--- src/rtl/lc3b_types.sv ---
// Shared LC-3b types for the MEM stage: data word, register index,
// MEM control word and the MEM-stage FSM encoding.
package lc3b_types;

    typedef logic [15:0] lc3b_word;
    typedef logic [2:0]  lc3b_reg;

    typedef struct packed {
        logic mem_read;
        logic mem_write;
        logic mem_byte;
        logic mem_indirect;
    } lc3b_control_word_mem;

    typedef enum logic [1:0] {
        IDLE     = 2'd0,
        IND_READ = 2'd1,
        ACCESS   = 2'd2
    } mem_state_t;

    localparam logic [1:0] BE_WORD = 2'b11;

endpackage

--- src/rtl/mem_byte_align.sv ---
// Byte-lane steering for data memory: store-side lane enables and data
// replication, load-side byte select with zero extension.
module mem_byte_align
    import lc3b_types::*;
(
    input  logic       byte_mode,
    input  logic       addr_lsb,
    input  lc3b_word   wdata_in,
    input  lc3b_word   rdata,
    output logic [1:0] byte_enable,
    output lc3b_word   wdata,
    output lc3b_word   load_data
);

    always_comb begin
        byte_enable = BE_WORD;
        wdata       = wdata_in;
        load_data   = rdata;
        if (byte_mode) begin
            // Store byte is replicated so memory can take either lane.
            byte_enable = addr_lsb ? 2'b10 : 2'b01;
            wdata       = {wdata_in[7:0], wdata_in[7:0]};
            load_data   = {8'h00, (addr_lsb ? rdata[15:8] : rdata[7:0])};
        end
    end

endmodule

--- src/rtl/mem_stage.sv ---
// LC-3b MEM stage: drives the data-memory handshake for word, byte and
// indirect accesses, stalls upstream until completion, counts stall cycles.
module mem_stage
    import lc3b_types::*;
#(
    parameter int STALL_CNT_W = 16
) (
    input  logic                   clk,
    input  logic                   reset_n,
    input  logic                   valid_in,
    input  lc3b_control_word_mem   mem_sig_in,
    input  lc3b_word               mar_in,
    input  lc3b_word               mdr_in,
    output lc3b_word               dmem_address,
    output lc3b_word               dmem_wdata,
    output logic                   dmem_read,
    output logic                   dmem_write,
    output logic [1:0]             dmem_byte_enable,
    input  lc3b_word               dmem_rdata,
    input  logic                   dmem_resp,
    output lc3b_word               mem_data_out,
    output logic                   valid_out,
    output logic                   stall_out,
    input  logic                   stall_cnt_clr,
    output logic [STALL_CNT_W-1:0] stall_cnt
);

    mem_state_t state;
    lc3b_word   ind_addr;
    logic       mop;
    logic [1:0] align_be;
    lc3b_word   align_wdata;
    lc3b_word   align_load;

    assign mop = valid_in & (mem_sig_in.mem_read | mem_sig_in.mem_write);

    // Indirect accesses are always word-wide, so mem_byte is masked there.
    mem_byte_align u_align (
        .byte_mode   (mem_sig_in.mem_byte & ~mem_sig_in.mem_indirect),
        .addr_lsb    (mar_in[0]),
        .wdata_in    (mdr_in),
        .rdata       (dmem_rdata),
        .byte_enable (align_be),
        .wdata       (align_wdata),
        .load_data   (align_load)
    );

    always_comb begin
        dmem_address     = '0;
        dmem_wdata       = '0;
        dmem_read        = 1'b0;
        dmem_write       = 1'b0;
        dmem_byte_enable = 2'b00;
        mem_data_out     = '0;
        stall_out        = 1'b0;
        case (state)
            IDLE: begin
                stall_out = mop;
            end
            IND_READ: begin
                dmem_read        = 1'b1;
                dmem_address     = mar_in;
                dmem_byte_enable = BE_WORD;
                stall_out        = 1'b1;
            end
            ACCESS: begin
                dmem_address     = mem_sig_in.mem_indirect ? ind_addr : mar_in;
                dmem_wdata       = align_wdata;
                dmem_byte_enable = align_be;
                dmem_read        = mem_sig_in.mem_read;
                // Read+write together is treated as a read.
                dmem_write       = mem_sig_in.mem_write & ~mem_sig_in.mem_read;
                stall_out        = ~dmem_resp;
                if (dmem_resp) begin
                    mem_data_out = align_load;
                end
            end
            default: ;
        endcase
    end

    assign valid_out = valid_in & ~stall_out;

    always_ff @(posedge clk or negedge reset_n) begin
        if (!reset_n) begin
            state    <= IDLE;
            ind_addr <= '0;
        end else begin
            case (state)
                IDLE: begin
                    if (mop) begin
                        state <= mem_sig_in.mem_indirect ? IND_READ : ACCESS;
                    end
                end
                IND_READ: begin
                    if (dmem_resp) begin
                        ind_addr <= dmem_rdata;
                        state    <= ACCESS;
                    end
                end
                ACCESS: begin
                    // EX/MEM advances on this same edge, so IDLE sees the next op.
                    if (dmem_resp) begin
                        state <= IDLE;
                    end
                end
                default: state <= IDLE;
            endcase
        end
    end

    always_ff @(posedge clk or negedge reset_n) begin
        if (!reset_n) begin
            stall_cnt <= '0;
        end else if (stall_cnt_clr) begin
            stall_cnt <= '0;
        end else if (stall_out && (stall_cnt != {STALL_CNT_W{1'b1}})) begin
            stall_cnt <= stall_cnt + STALL_CNT_W'(1);
        end
    end

endmodule
--- config.mk ---
export PLATFORM = sky130hd
export DESIGN_NAME = mem_stage
export DESIGN_NICKNAME = d
export VERILOG_FILES = /design/src/rtl/lc3b_types.sv /design/src/rtl/mem_byte_align.sv /design/src/rtl/mem_stage.sv
export SDC_FILE = /design/constraint.sdc
export NUM_CORES = 1
export LEC_CHECK = 0
export CORE_MARGIN = 3
export CORE_UTILIZATION = 23
export CTS_CLUSTER_DIAMETER = 100
export DETAILED_ROUTE_END_ITERATION = 8
export GPL_TIMING_DRIVEN = 0
export PLACE_DENSITY = 0.47
export SYNTH_ARGS = -nofsm -noshare
export SYNTH_HDL_FRONTEND = slang
export SYNTH_SLANG_ARGS = --single-unit
--- constraint.sdc ---
create_clock -name clk -period 2.36 [get_ports clk]
set_clock_uncertainty 0.05 [all_clocks]
set_input_delay 0.236 -clock clk [delete_from_list [all_inputs] [get_ports clk]]
set_output_delay 0.236 -clock clk [all_outputs]
set_load 0.05 [all_outputs]
==> metrics, run 1 <==
share of the yosys chip area belonging to registers 34.31%; flip-flop and latch count after synthesis 34; final setup TNS 0 ps; smallest setup slack after layout 70.59 ps; Vias/cell 4.562; startpoint kind of the worst setup timing path flop; Global Route Usage Sum 14.98%; standard-cell row count 37; Slew Limit Headroom 45.43%; failing checks negative hold slack; CTS clk-pin slew, worst paths 70 ps; Total Die Area 0.01206 mm2; worst slack on hold paths -11.85 ps; Filler Cells Inserted 1101; Routed Antenna Nets 0; via count 2477; worst reg-to-reg path cell count 8; core area 0.01042 mm2; portion of netlist area occupied by mux cells 7.669%; adder-cell share of the synthesized area 2.523%; post-synth design cell area 0.002480 mm2; number of detailed-routing iterations run before antenna repair 4; number of clock buffers inserted by TritonCTS 5; Netlist cell types 41; Post-synth EDFFs 0; quantity of hold-fixing buffers added after cts 0; share of the synthesized area in compound gates (AO/OA/AOI/OAI) 21.14%; class of the worst hold path input pin to asynchronous set/reset pin; CTS tree done; flop-to-flop setup slack 200 ps; Longest Clk Path Bufs 2; Synth Net Count 334; final setup violating endpoints 0; routed wirelength normalized by instance count 16.80 um; detailed-placement wirelength estimate 6.882 mm; IO Count 127; placed instance count 533; starting density of the core 23.81%; Synth top cells by count nand2_1, dfrtp_1, nor2b_1; fraction of final layout cells sized beyond drive strength 1 35.14%; post-synthesis instance total 272; die height 109.8 um; critical path capture point type output port; number of DRC markers after the initial detailed-route iteration 110; max-cap violation count 0; post-synthesis share of cell area spent on and, or, nand and nor gates 24.47%; area share of the largest cell type after synthesis 34.31%; Area Growth Syn to Fin 60.60%; number of nets in the layout 470; leftover overflow at the end of global routing 0; number of H-tree levels 2; number of non-filler instances in the completed layout 543; final clock period utilization by the worst path 97.01%; origin of the critical flop-to-flop path state[0]; Crit Path Category flop to output port; Syn. warnings 0; total wire length after detailed routing 9.123 mm; Pwr Density 1113 mW/mm2; leakage dissipation 1.616 nW; status complete, but fails checks; arrival time at the worst endpoint 2000 ps; worst-case setup slack after placement -783.0 ps; Chip Width 109.8 um; antenna cells 0; Clock Latency Late Sink 280 ps; number of input and output port buffers inserted 125; maximum operating frequency 436.8 MHz; synthesized area divided by synthesized cell count 9.117 um2; leading cell type by number of instances after synthesis nand2_1; hold violation count in the final report 10; wire length of the first global-routing pass 13.88 mm; number of antenna violations at the first check in global routing 0; transition time at the pin with the least slew margin 818.5 ps; largest net degree at the start of global routing 35; detailed-route DRC error count 0; Slew Limit Fails 0; peak supply drop 0.0004817 V; xor and xnor area share after synthesis 4.945%; FF-to-FF End stall_cnt[9]; most area-consuming cells after synthesis dfrtp_1, mux2_2, nand2_1; final core utilization 38.23%; biggest fanout along the worst timing path 10; top cell type by total area after synthesis dfrtp_1; number of global-route vias before repair 2408; main combinational cell family by area after synthesis simple AND/OR/NAND/NOR gates; weighted congestion reported at the end of routability-driven placement 0.7770; Required @ worst endpoint 2070 ps; Final min period 2289 ps; share of flip-flops with an asynchronous set or reset 100.0%; leading register cell type out of synthesis dfrtp_1; Clock Root Buffer clkbuf_8; TritonCTS sink count 34
cell families (layout without fill, tap and decap cells):
logic type      Yosys count  count (layout)
compound gates           61              61
xor+xnor                 14              14
fa+ha+maj                 5               5
buf+inv                  22             157
flops                    34              34
mux                      17              17
simple gates            119             119
worst max-delay path by stage:
| stage | from | end | slack (ps) | cells past startpoint |
|---|---|---|---|---|
| 2_1_floorplan | state[0] | dmem_wdata[10] | -50 | 4 |
| 6_report | state[0] | valid_out | 70 | 7 |
| 4_1_cts | state[0] | dmem_wdata[6] | 0.3 | 5 |
| 3_3_place_gp | mem_sig_in[1] | mem_data_out[6] | -830 | 7 |
| 3_5_place_dp | state[0] | dmem_address[13] | -780 | 8 |
| 5_1_grt | state[0] | dmem_byte_enable[1] | -0.5 | 6 |
critical path, stage by stage, from the launching register on:
cell,delay (ps)
dfrtp_1,400
buf_4,150
ha_2,180
or3b_4,390
buf_6,130
buf_6,140
and3_1,180
buf_6,150
layout by cell type (no fill, tap or decap), types with 2 or more instances in the layout:
cell type	n
buf_2	19
clkbuf_2	19
a22oi_1	6
clkdlybuf4s15_2	11
nor2_1	17
dfrtp_1	34
nand2_1	35
a21boi_0	6
a2111oi_2	4
nand4_1	5
ha_2	3
clkbuf_8	7
a21boi_1	2
a21oi_1	13
ha_1	2
inv_1	5
nor2b_2	10
a22oi_2	10
clkdlybuf4s50_1	70
nand2_2	2
and3_1	2
o21a_1	2
buf_6	4
and4_1	3
mux2_2	16
nand3_1	12
nor2b_1	9
xnor2_1	14
buf_4	17
and2_1	17
a211oi_2	7
power breakdown:
part           total (W)  switching (W)  internal, W
registers       0.000865       0.000115     0.000750
logic            0.00312        0.00199      0.00113
clock network   0.000443       0.000218     0.000225
total            0.00443        0.00232      0.00211
sequential cells by signal, indices dropped and copies added (netlist names):
register and cells:
stall_cnt 16, ind_addr 16, state 2
layout make-up:
type                            count  area (um2)  share of cell area [%]
Buffer                             16       133.9                   3.362
Clock buffer                        6       82.58                   2.074
Inverter                            5       18.77                  0.4713
Multi-Input combinational cell    216        1613                   40.50
Sequential cell                    34       850.8                   21.36
Tap cell                          136       170.2                   4.273
Timing Repair Buffer              130        1114                   27.96
repair_timing:
item	in CTS	in global routing
resized for setup	202	75
setup buffers	4	1
pin swaps	1	0
endpoints found under the setup margin	54	51
per-stage QoR:
| stage | total power (W) | instance area [um2] |
|---|---|---|
| after global routing | 0.004685 | 3983 |
| after CTS | 0.004438 | 4083 |
| after floorplan | 0.002959 | 2505 |
| after detailed placement | 0.003970 | 3921 |
| after global placement | 0.003962 | 3926 |
| final | 0.004432 | 3983 |
layer usage:
| layer | wire (um) | part of all wire (%) | track usage [%] | vias up |
|---|---|---|---|---|
| li1 | - | - | - | 1221 |
| met1 | 3994 | 44 | 19.55 | 1188 |
| met2 | 4551 | 50 | 25.56 | 60 |
| met3 | 462 | 5.1 | 2.408 | 8 |
| met4 | 114 | 1.2 | 4.007 | 0 |
| met5 | 0 | 0 | 0 | - |
Note: power is estimated with default switching activity, not from simulation.
==> run 2: changes to the inputs <==
--- a/config.mk
+++ b/config.mk
@@ -9,8 +9,10 @@
 export CORE_UTILIZATION = 23
 export CTS_CLUSTER_DIAMETER = 100
 export DETAILED_ROUTE_END_ITERATION = 8
+export DONT_BUFFER_PORTS = 1
 export GPL_TIMING_DRIVEN = 0
-export PLACE_DENSITY = 0.47
+export PLACE_DENSITY = 0.32
 export SYNTH_ARGS = -nofsm -noshare
 export SYNTH_HDL_FRONTEND = slang
+export SYNTH_HIERARCHICAL = 1
 export SYNTH_SLANG_ARGS = --single-unit
==> metrics, run 2 <==
share of the yosys chip area belonging to registers 33.07%; number of clock buffers inserted by TritonCTS 5; leftover overflow at the end of global routing 0; post-synthesis instance total 275; number of DRC markers after the initial detailed-route iteration 71; most area-consuming cells after synthesis dfrtp_1, mux2_2, nor2b_1; Crit Path Category flop to flop; sequential group share of total power 21.8%; instance count along the most critical hold path 1; class of the worst hold path input pin to flop; worst-case setup slack after placement -331.5 ps; fraction of final layout cells sized beyond drive strength 1 47.02%; maximum operating frequency 436.7 MHz; flip-flop and latch count after synthesis 34; Synth top cells by count dfrtp_1, nor2b_1, mux2_2; critical path launch point state[0]; die height 111.8 um; detailed-placement wirelength estimate 6.179 mm; Total Die Area 0.01249 mm2; synthesized area divided by synthesized cell count 9.354 um2; area share of the largest cell type after synthesis 33.07%; leading cell types in the layout, fill and taps excluded dfrtp_1, mux2_2, a22oi_1, and2_2, and3_2; Comb power frac 66.9%; number of H-tree levels 2; portion of total power attributed to the clock network 11.3%; peak supply drop 0.0004372 V; core area 0.01060 mm2; Slew Limit Headroom 55.69%; Post-synth EDFFs 0; Slew Limit Fails 0; share of flip-flops with an asynchronous set or reset 100.0%; detailed-route DRC error count 0; Global Route Usage Sum 12.83%; startpoint kind of the worst setup timing path flop; number of nets in the layout 346; worst reg-to-reg path cell count 7; TritonCTS sink count 34; final clock period utilization by the worst path 97.02%; Syn. warnings 6; switching power summed over all nets 0.002252 W; Top Layer Used met4; number of global-route vias before repair 2151; number of detailed-routing iterations run before antenna repair 4; critical path capture point type flop; Pwr Density 1323 mW/mm2; post-layout instance area 0.003095 mm2; Netlist cell types 42; CTS clk-pin slew, worst paths 80 ps; largest net degree at the start of global routing 35; met3 WL post-DR 773 um; top cell type by total area after synthesis dfrtp_1; Power Internal 0.001844 W; via count 2117; Chip Width 111.8 um; most frequent standard cell in the layout excluding fill and tap cells dfrtp_1; hold violation count in the final report 0; weighted congestion reported at the end of routability-driven placement 0.7518; routed wirelength normalized by instance count 19.50 um; transition time at the pin with the least slew margin 664.6 ps; leading cell type by number of instances after synthesis dfrtp_1; standard-cell row count 37; total wire length after detailed routing 8.209 mm; standard cell area after detailed placement 0.002768 mm2; final setup TNS 0 ps; number of antenna violations at the first check in global routing 0; Required @ worst endpoint 2520 ps; wire length of the first global-routing pass 12.82 mm; flop-to-flop setup slack 70 ps; biggest fanout along the worst timing path 7; leading register cell type out of synthesis dfrtp_1; Detail Route met2 WL 3.954 mm; arrival time at the worst endpoint 2450 ps; worst setup path endpoint stall_cnt[11]; status completed; Longest Clk Path Bufs 2; Synth Net Count 337; RSZ-0062 raised after global routing true; largest registers ind_addr: 16 flops, stall_cnt: 16 flops, state: 2 flops; leakage dissipation 1.268 nW; FF-to-FF End stall_cnt[11]; Routed Antenna Nets 0; IO Count 127; starting density of the core 24.27%; max-cap violation count 0; smallest setup slack after layout 70.23 ps; Vias/cell 5.029; Power, Total 0.004096 W; Clock Latency Late Sink 280 ps; Clock Root Buffer clkbuf_8; routed length on met1 3.448 mm; antenna cells 0; final core utilization 29.20%; Area Growth Syn to Fin 20.33%; Final min period 2290 ps; number of input and output port buffers inserted 0; switching part of the total power 54.99%; origin of the critical flop-to-flop path state[0]; post-synth design cell area 0.002572 mm2; CTS tree done; final setup violating endpoints 0
[run 2: cell types whose count changed after synthesis, moves of 9 or more]
cell     before  now
and3_1        2   18
buf_4         0    9
mux2_4        0    9
nand2_1      37   11
nor2b_1      19   30
xnor2_1      14    3
[run 2: critical path: stages, from the launching register on]
cell     delay (ps)
dfrtp_1         420
inv_1           100
ha_2            200
or3b_1          340
buf_2           180
a21o_4          250
or4_1           530
a21oi_2         150
[run 2: worst min-delay path by stage]
stage | from | endpoint | slack (ps)
floorplan | reset_n | ind_addr[0] | -110
global placement | reset_n | ind_addr[5] | -110
detailed placement | reset_n | ind_addr[4] | -110
CTS | dmem_rdata[11] | ind_addr[11] | 30
global route | dmem_rdata[11] | ind_addr[11] | 30
finish | dmem_rdata[11] | ind_addr[11] | 50
[run 2: power by group through the flow]
| stage | Combinational, W | Sequential (W) | Clock [W] |
|---|---|---|---|
| 2_1_floorplan | 0.00209 | 0.000876 | 0 |
| 3_3_place_gp | 0.00245 | 0.000906 | 0 |
| 3_5_place_dp | 0.00245 | 0.000907 | 0 |
| 4_1_cts | 0.00274 | 0.000897 | 0.000491 |
| 5_1_grt | 0.00291 | 0.000919 | 0.000503 |
| 6_report | 0.00274 | 0.000894 | 0.000463 |
[run 2: what timing repair did]
item / in CTS / in global routing
hold buffers: 2 / 0
endpoints found under the setup margin: 71 / 19
gates resized for setup: 79 / 6
hold endpoints to repair: 34 / 0
setup buffers: 1 / 1
pin swaps: 0 / 0
cloned: 0 / 0
[run 2: cell families (layout without fill, tap and decap cells)]
family / count (synthesis) / after routing / synth area share [%]
buffers and inverters: 31 / 41 / 6.468
AO/OA/AOI/OAI: 52 / 52 / 13.91
AND/OR/NAND/NOR: 115 / 115 / 26.61
adder cells (fa/ha/maj): 5 / 5 / 2.432
multiplexers: 34 / 34 / 16.15
flip-flops: 34 / 34 / 33.07
XOR/XNOR: 4 / 4 / 1.362
[run 2: per-layer routing]
metal  global-route usage [%]  vias up
met1                    15.89     1019
met2                    21.90       95
met3                    4.293        4
met4                    2.352        0
li1                         -      999
met5                        0        -
[run 2: layout make-up]
| cell class | instances | area (um2) |
|---|---|---|
| fillers | 1146 | 7506 |
| multi-input cells | 210 | 1753 |
| flip-flops and latches | 34 | 863.3 |
| well taps | 136 | 170.2 |
| plain buffers | 25 | 157.7 |
| clock buffers | 7 | 86.33 |
| repair buffers | 4 | 45.04 |
| inverters | 4 | 15.01 |
| clock inverters | 1 | 5.005 |
[run 2: through the flow]
step | hold slack, ps | instances
2_1_floorplan | -109.6 | 275
3_3_place_gp | -108.4 | 411
3_5_place_dp | -108.3 | 411
4_1_cts | 33.78 | 420
5_1_grt | 30.46 | 421
6_report | 46.05 | 421
